[src/rtl/ustcy_irq_ctrl.sv]
// Interrupt controller: synchronizes external sources, latches them as edge or level pending,
// masks them onto core irq lines 16+k and exposes PENDING/ENABLE/TYPE/CLAIM on the data bus.
module ustcy_irq_ctrl #(
  parameter int unsigned N_SRC = 16
) (
  input  logic             clk_i,
  input  logic             rst_ni,
  input  logic [N_SRC-1:0] src_i,
  output logic [31:0]      irq_o,
  input  logic             irq_ack_i,
  input  logic [4:0]       irq_id_i,
  input  logic             sel_i,
  input  logic             we_i,
  input  logic [3:0]       be_i,
  input  logic [1:0]       addr_i,
  input  logic [31:0]      wdata_i,
  output logic [31:0]      rdata_o
);

  logic [N_SRC-1:0] s1_q, s2_q, s3_q;
  logic [N_SRC-1:0] pending_q, pending_d;
  logic [N_SRC-1:0] enable_q, enable_d;
  logic [N_SRC-1:0] type_q, type_d;
  logic [N_SRC-1:0] rise, active, ack_hit, w1c, wmask, wdata;
  logic             wr_en;
  logic             claim_valid;
  logic [4:0]       claim_id;
  logic             unused_bus_bits;

  // Only the low N_SRC data bits and their byte lanes matter.
  assign unused_bus_bits = ^{be_i, wdata_i};

  assign wr_en  = sel_i & we_i;
  assign rise   = s2_q & ~s3_q;
  assign active = pending_q & enable_q;
  assign wdata  = wdata_i[N_SRC-1:0];

  always_comb begin
    wmask     = '0;
    ack_hit   = '0;
    w1c       = '0;
    pending_d = '0;
    for (int unsigned k = 0; k < N_SRC; k++) begin
      wmask[k]   = be_i[k/8];
      ack_hit[k] = irq_ack_i && (irq_id_i == 5'(16 + k));
      w1c[k]     = wr_en && (addr_i == 2'd0) && be_i[k/8] && wdata_i[k];
      // Edge: a new rise beats any clear in the same cycle. Level: follow the input.
      if (type_q[k]) begin
        pending_d[k] = rise[k] | (pending_q[k] & ~(ack_hit[k] | w1c[k]));
      end else begin
        pending_d[k] = s2_q[k];
      end
    end
  end

  always_comb begin
    enable_d = enable_q;
    type_d   = type_q;
    if (wr_en && (addr_i == 2'd1)) begin
      enable_d = (enable_q & ~wmask) | (wdata & wmask);
    end
    if (wr_en && (addr_i == 2'd2)) begin
      type_d = (type_q & ~wmask) | (wdata & wmask);
    end
  end

  always_ff @(posedge clk_i or negedge rst_ni) begin
    if (!rst_ni) begin
      s1_q      <= '0;
      s2_q      <= '0;
      s3_q      <= '0;
      pending_q <= '0;
      enable_q  <= '0;
      type_q    <= '0;
    end else begin
      s1_q      <= src_i;
      s2_q      <= s1_q;
      s3_q      <= s2_q;
      pending_q <= pending_d;
      enable_q  <= enable_d;
      type_q    <= type_d;
    end
  end

  // Highest active source wins, matching the core's own arbitration.
  always_comb begin
    claim_valid = 1'b0;
    claim_id    = '0;
    for (int unsigned k = 0; k < N_SRC; k++) begin
      if (active[k]) begin
        claim_valid = 1'b1;
        claim_id    = 5'(16 + k);
      end
    end
  end

  always_comb begin
    irq_o              = '0;
    irq_o[16 +: N_SRC] = active;
  end

  always_comb begin
    rdata_o = '0;
    if (sel_i && !we_i) begin
      unique case (addr_i)
        2'd0: rdata_o[N_SRC-1:0] = pending_q;
        2'd1: rdata_o[N_SRC-1:0] = enable_q;
        2'd2: rdata_o[N_SRC-1:0] = type_q;
        2'd3: rdata_o = {claim_valid, 26'b0, claim_id};
        default: rdata_o = '0;
      endcase
    end
  end

endmodule

[config.mk]
export PLATFORM = sky130hd
export DESIGN_NAME = ustcy_irq_ctrl
export DESIGN_NICKNAME = d
export VERILOG_FILES = /design/src/rtl/ustcy_irq_ctrl.sv
export SDC_FILE = /design/constraint.sdc
export NUM_CORES = 1
export LEC_CHECK = 0
export BUFFER_PORTS_ARGS = -buffer_cell sky130_fd_sc_hd__buf_2
export CAP_MARGIN = 0
export CORE_MARGIN = 3
export CORE_UTILIZATION = 50
export DETAILED_ROUTE_END_ITERATION = 7
export GPL_ROUTABILITY_DRIVEN = 0
export PLACE_DENSITY = 0.78
export SYNTH_ARGS = -nofsm -noshare
export SYNTH_HDL_FRONTEND = slang
export SYNTH_SLANG_ARGS = --single-unit
[constraint.sdc]
create_clock -name clk_i -period 2.9 [get_ports clk_i]
set_input_delay 0.145 -clock clk_i [delete_from_list [all_inputs] [get_ports clk_i]]
set_output_delay 0.145 -clock clk_i [all_outputs]
set_load 0.03 [all_outputs]
---- Word level (Yosys, flattened, before mapping) ----
Cells that the tools add are included.
Widths: inputs -> output; s select.
cells by class
  bitwise gates (word level) .............. 74
  reduce and logical (&&, ||, !) cells .... 40
  eq/ne operators ......................... 19
  multiplexer cells ....................... 51
operators by type and width
  cell                count
  $and 16x16->16      5
  $eq 5x5->1 const B  16
  $mux 5              16
  $pmux 16 s4         1
  $logic_and 1x1->1   38
  $mux 1              32
  $mux 32             1
  $not 16->16         2
  $or 1x1->1          32
  $or 16x16->16       2
  $and 1x1->1         17
  $mux 16             1
  $not 1->1           16
  $eq 2x2->1 const B  2
  $eq 2x1->1 const B  1
  $logic_not 2->1     1
  $logic_not 1->1     1
word-level totals
  register bits after elaboration ......... 96
  input port bits ......................... 64
  output and inout bits ................... 64

---- Logic depth before layout (Yosys ltp) ----
  word-level depth ........................ 19
  depth in mapped cells ................... 6
  mapped depth without buffers ............ 6

---- Worst setup path before layout ----
Ideal clock, no wire load.
  path kind ............................... register to output
  start ................................... reg (tool-made name)
  end ..................................... out rdata_o[0]
  path slack .............................. 782 ps
  required time ........................... 2755 ps
  stages on the path, launching flop included .. 6
  arrival time ............................ 1973 ps
  path through ............................ dfrtp_1 -> and2_1 -> a211oi_1 -> o311ai_1 -> o311ai_0 -> a211oi_1
RTL lines
  element    line  text
  to (decl)  17    output logic [31:0] rdata_o

---- Worst setup path in the final report ----
  start ................................... reg pending_q[3]
  end ..................................... out rdata_o[0]
on the way
  cells in the longest elaborated chain, start to end .. 16
ends and longest elaborated chain
  element                 line  text
  from (decl)             21    logic [N_SRC-1:0] pending_q, pending_d;
  from (signal assigned)  79    pending_q <= pending_d;
  $and 16x16->16          35    assign active = pending_q & enable_q;
  $mux 5 (13 in series)   90    if (active[k]) begin
  $pmux 16 s4             105   unique case (addr_i)
  $mux 32                 104   if (sel_i && !we_i) begin
Every way passes these cells.

==> results.yml <==
worst_hold_path:
  holdCritStartpoint: "wdata_i[2]"
  timing.hold.worst_path_depth: 2
  hp-class: "input port to flop"
pwr:
  netSwitchingFraction_pct: 34.2
  p_leak_nw: 2.42
  p_int_w: 0.00218
  p_sw_w: 0.00113
  seq_power_share_pct: 50.7
  powerDensity_nw_per_um2: 661
  ir_worst_vdd_mv: 0.417
  pwr-share-comb_pct: 25.7
  pwr-share-clk_pct: 23.6
synth:
  synth_seq_cells: 96
  avgSynthCellArea_sq_um: 11.3
  syn_inst: 377
  synth_area_leaders: "dfrtp_1, mux2_2, buf_4, nand2_1, nor2_1"
  ys_async_sr_fraction_pct: 100
  yosysSeqAreaShare_pct: 56.2
  yosysUniqueCellTypes: 39
  yosysTopAreaCellShare_pct: 56.2
  synth_edf_count: 0
  synth_top_cell_by_area: "dfrtp_1"
  syn_area_sq_um: 4270
  ys_warn_count: 0
  synth_flop_cell: "dfrtp_1"
routing:
  routedWlPerCell_microns: 16.8
  route.detailed.drc: 0
  dr.pass1.iters: 4
  drt-initial-drc-count: 190
  via_count: 3166
  routed_via_density: 5.40
  drt-total-wl_microns: 9850
  ant_nets: 0
setup_path:
  cp_max_fo: 4
  cp.required_ns: 2.76
  endpoint_kind: "primary output"
  worstPathArrival_ns: 2.17
  r2r_slack_ns: 1.97
  r2r-end: "pending_q[9]"
  reg2regPathDepth: 3
  path_class: "flop to primary output"
  cp-start-kind: "flop"
global_routing:
  antenna_found_initial: 1
  track_usage_pct: 20.8
  grt_pass1_wl_microns: 15700
  grt_max_degree: 45
  overflow: 0
  grt_pass1_vias: 3093
floorplanning:
  ios: 128
  die_x_microns: 98.4
  num_rows: 33
  core_region_area_sq_um: 8260
  die_y_microns: 98.4
  dieArea_sq_um: 9690
  start_util_pct: 51.7
final_layout:
  final_nets: 540
  fin_area_sq_um: 5000
  final_cell_mix: "dfrtp_1, buf_2, nand2_1, nor2_1, mux2_2"
  n_fill_cell: 684
  multi_input_area_sq_um: 1680
  utilization_pct: 60.5
  register_area_sq_um: 2400
  area_delta_synth_final_pct: 17.0
  final_common_cell: "dfrtp_1"
  layout-drive-gt1-share_pct: 28.7
  n_antenna_cell: 0
timing:
  fin_tns_setup_ns: 0
  period_share_pct: 79.7
  fin_worst_skew_ns: 0.0100
  setup-violations-final: 0
  hold_ws_ns: 0.0421
  hold_viol: 0
  maxSlewHeadroom_pct: 45.9
  worstMarginPinSlew_ns: 0.812
  period_needed_ns: 2.31
  drv_slew: 0
  fmax_mhz: 433
  grt_setup_unrepaired: "false"
clock_network:
  path_clk_slew_ns: 0.10
  root_buffer: "clkbuf_8"
  cts.sinks: 96
  worstSkewPairLatency_ns: 0.37
  cts_made_buffers: 9
  cts_buffer_depth: 2
  cts-resized-gates: 0
  cts_tree: "yes"
  htreeDepth: 3
place:
  placed_area_sq_um: 4660
  dpl.hpwl_microns: 6950
  portBuffers: 78
flow_run:
  drv_cap: 0
status:
  outcome: "finished, final reports clean"
[layout make-up]
| cell class | count | share of cell area (%) |
|---|---|---|
| timing repair buffer | 98 | 11.7 |
| multi-input combinational | 264 | 33.7 |
| sequential | 96 | 48.0 |
| tap | 105 | 2.63 |
| clock inverter | 6 | 0.876 |
| clock buffer | 10 | 2.55 |
| inverter | 7 | 0.526 |
[layer usage]
layer | global-route usage [%] | up-vias | part of all wire (%)
li1 | - | 1458 | -
met1 | 28.1 | 1541 | 41
met2 | 33.7 | 148 | 49
met3 | 5.17 | 17 | 8.4
met4 | 5.46 | 2 | 1.4
met5 | 0 | - | 0.13
[critical path, stage by stage (launching register included)]
cell and delay [ns]:
dfrtp_1 0.38, and2_1 0.22, a211oi_1 0.08, o311ai_1 0.29, o311ai_0 0.22, a211oi_1 0.34, buf_2 0.27
[per-stage QoR]
step	cells	total power (W)	worst slack, ns
after floorplan	407	0.00230	0.782
after global placement	553	0.00250	0.995
after detailed placement	553	0.00253	0.966
after CTS	586	0.00332	0.615
after global routing	586	0.00349	0.532
final	586	0.00331	0.589
[kinds of logic after synthesis]
family                 share of synthesized area, %
buffers and inverters                          7.03
other                                        0.0878
AND/OR/NAND/NOR                                14.0
multiplexers                                   11.8
flip-flops                                     56.2
AO/OA/AOI/OAI                                  10.9
[cell usage after synthesis (all sizes together) (4+ instances only)]
cell type and n:
nand4 4, mux2i 12, a21o 13, buf 35
a21oi 14, and2 11, nor2 39, clkbuf 5
nor3 5, a211oi 5, mux2 34, nand2 49
a22o 4, inv 7, dfrtp 96, a221oi 14
[power by group through the flow]
stage          clock network (W)  logic [W]  registers [W]
2_1_floorplan                  0   0.000643        0.00165
3_5_place_dp                   0   0.000829        0.00170
4_1_cts                 0.000802   0.000852        0.00167
6_report                0.000782   0.000849        0.00168
3_3_place_gp                   0   0.000812        0.00168
5_1_grt                 0.000860   0.000927        0.00170
[worst max path at each step]
stage	cells past startpoint	startpoint	endpoint
CTS	6	pending_q[3]	rdata_o[0]
finish	6	pending_q[3]	rdata_o[0]
detailed placement	5	addr_i[1]	rdata_o[0]
global route	7	flop	rdata_o[0]
floorplan	5	flop	rdata_o[0]
global placement	5	addr_i[1]	rdata_o[0]
[repair_timing]
| action | 4_1_cts | 5_1_grt |
|---|---|---|
| hold endpoints to repair | 58 | 0 |
| hold buffers | 17 | 0 |
| setup buffers | 0 | 0 |
No activity file was read; power rests on OpenSTA's default activity.
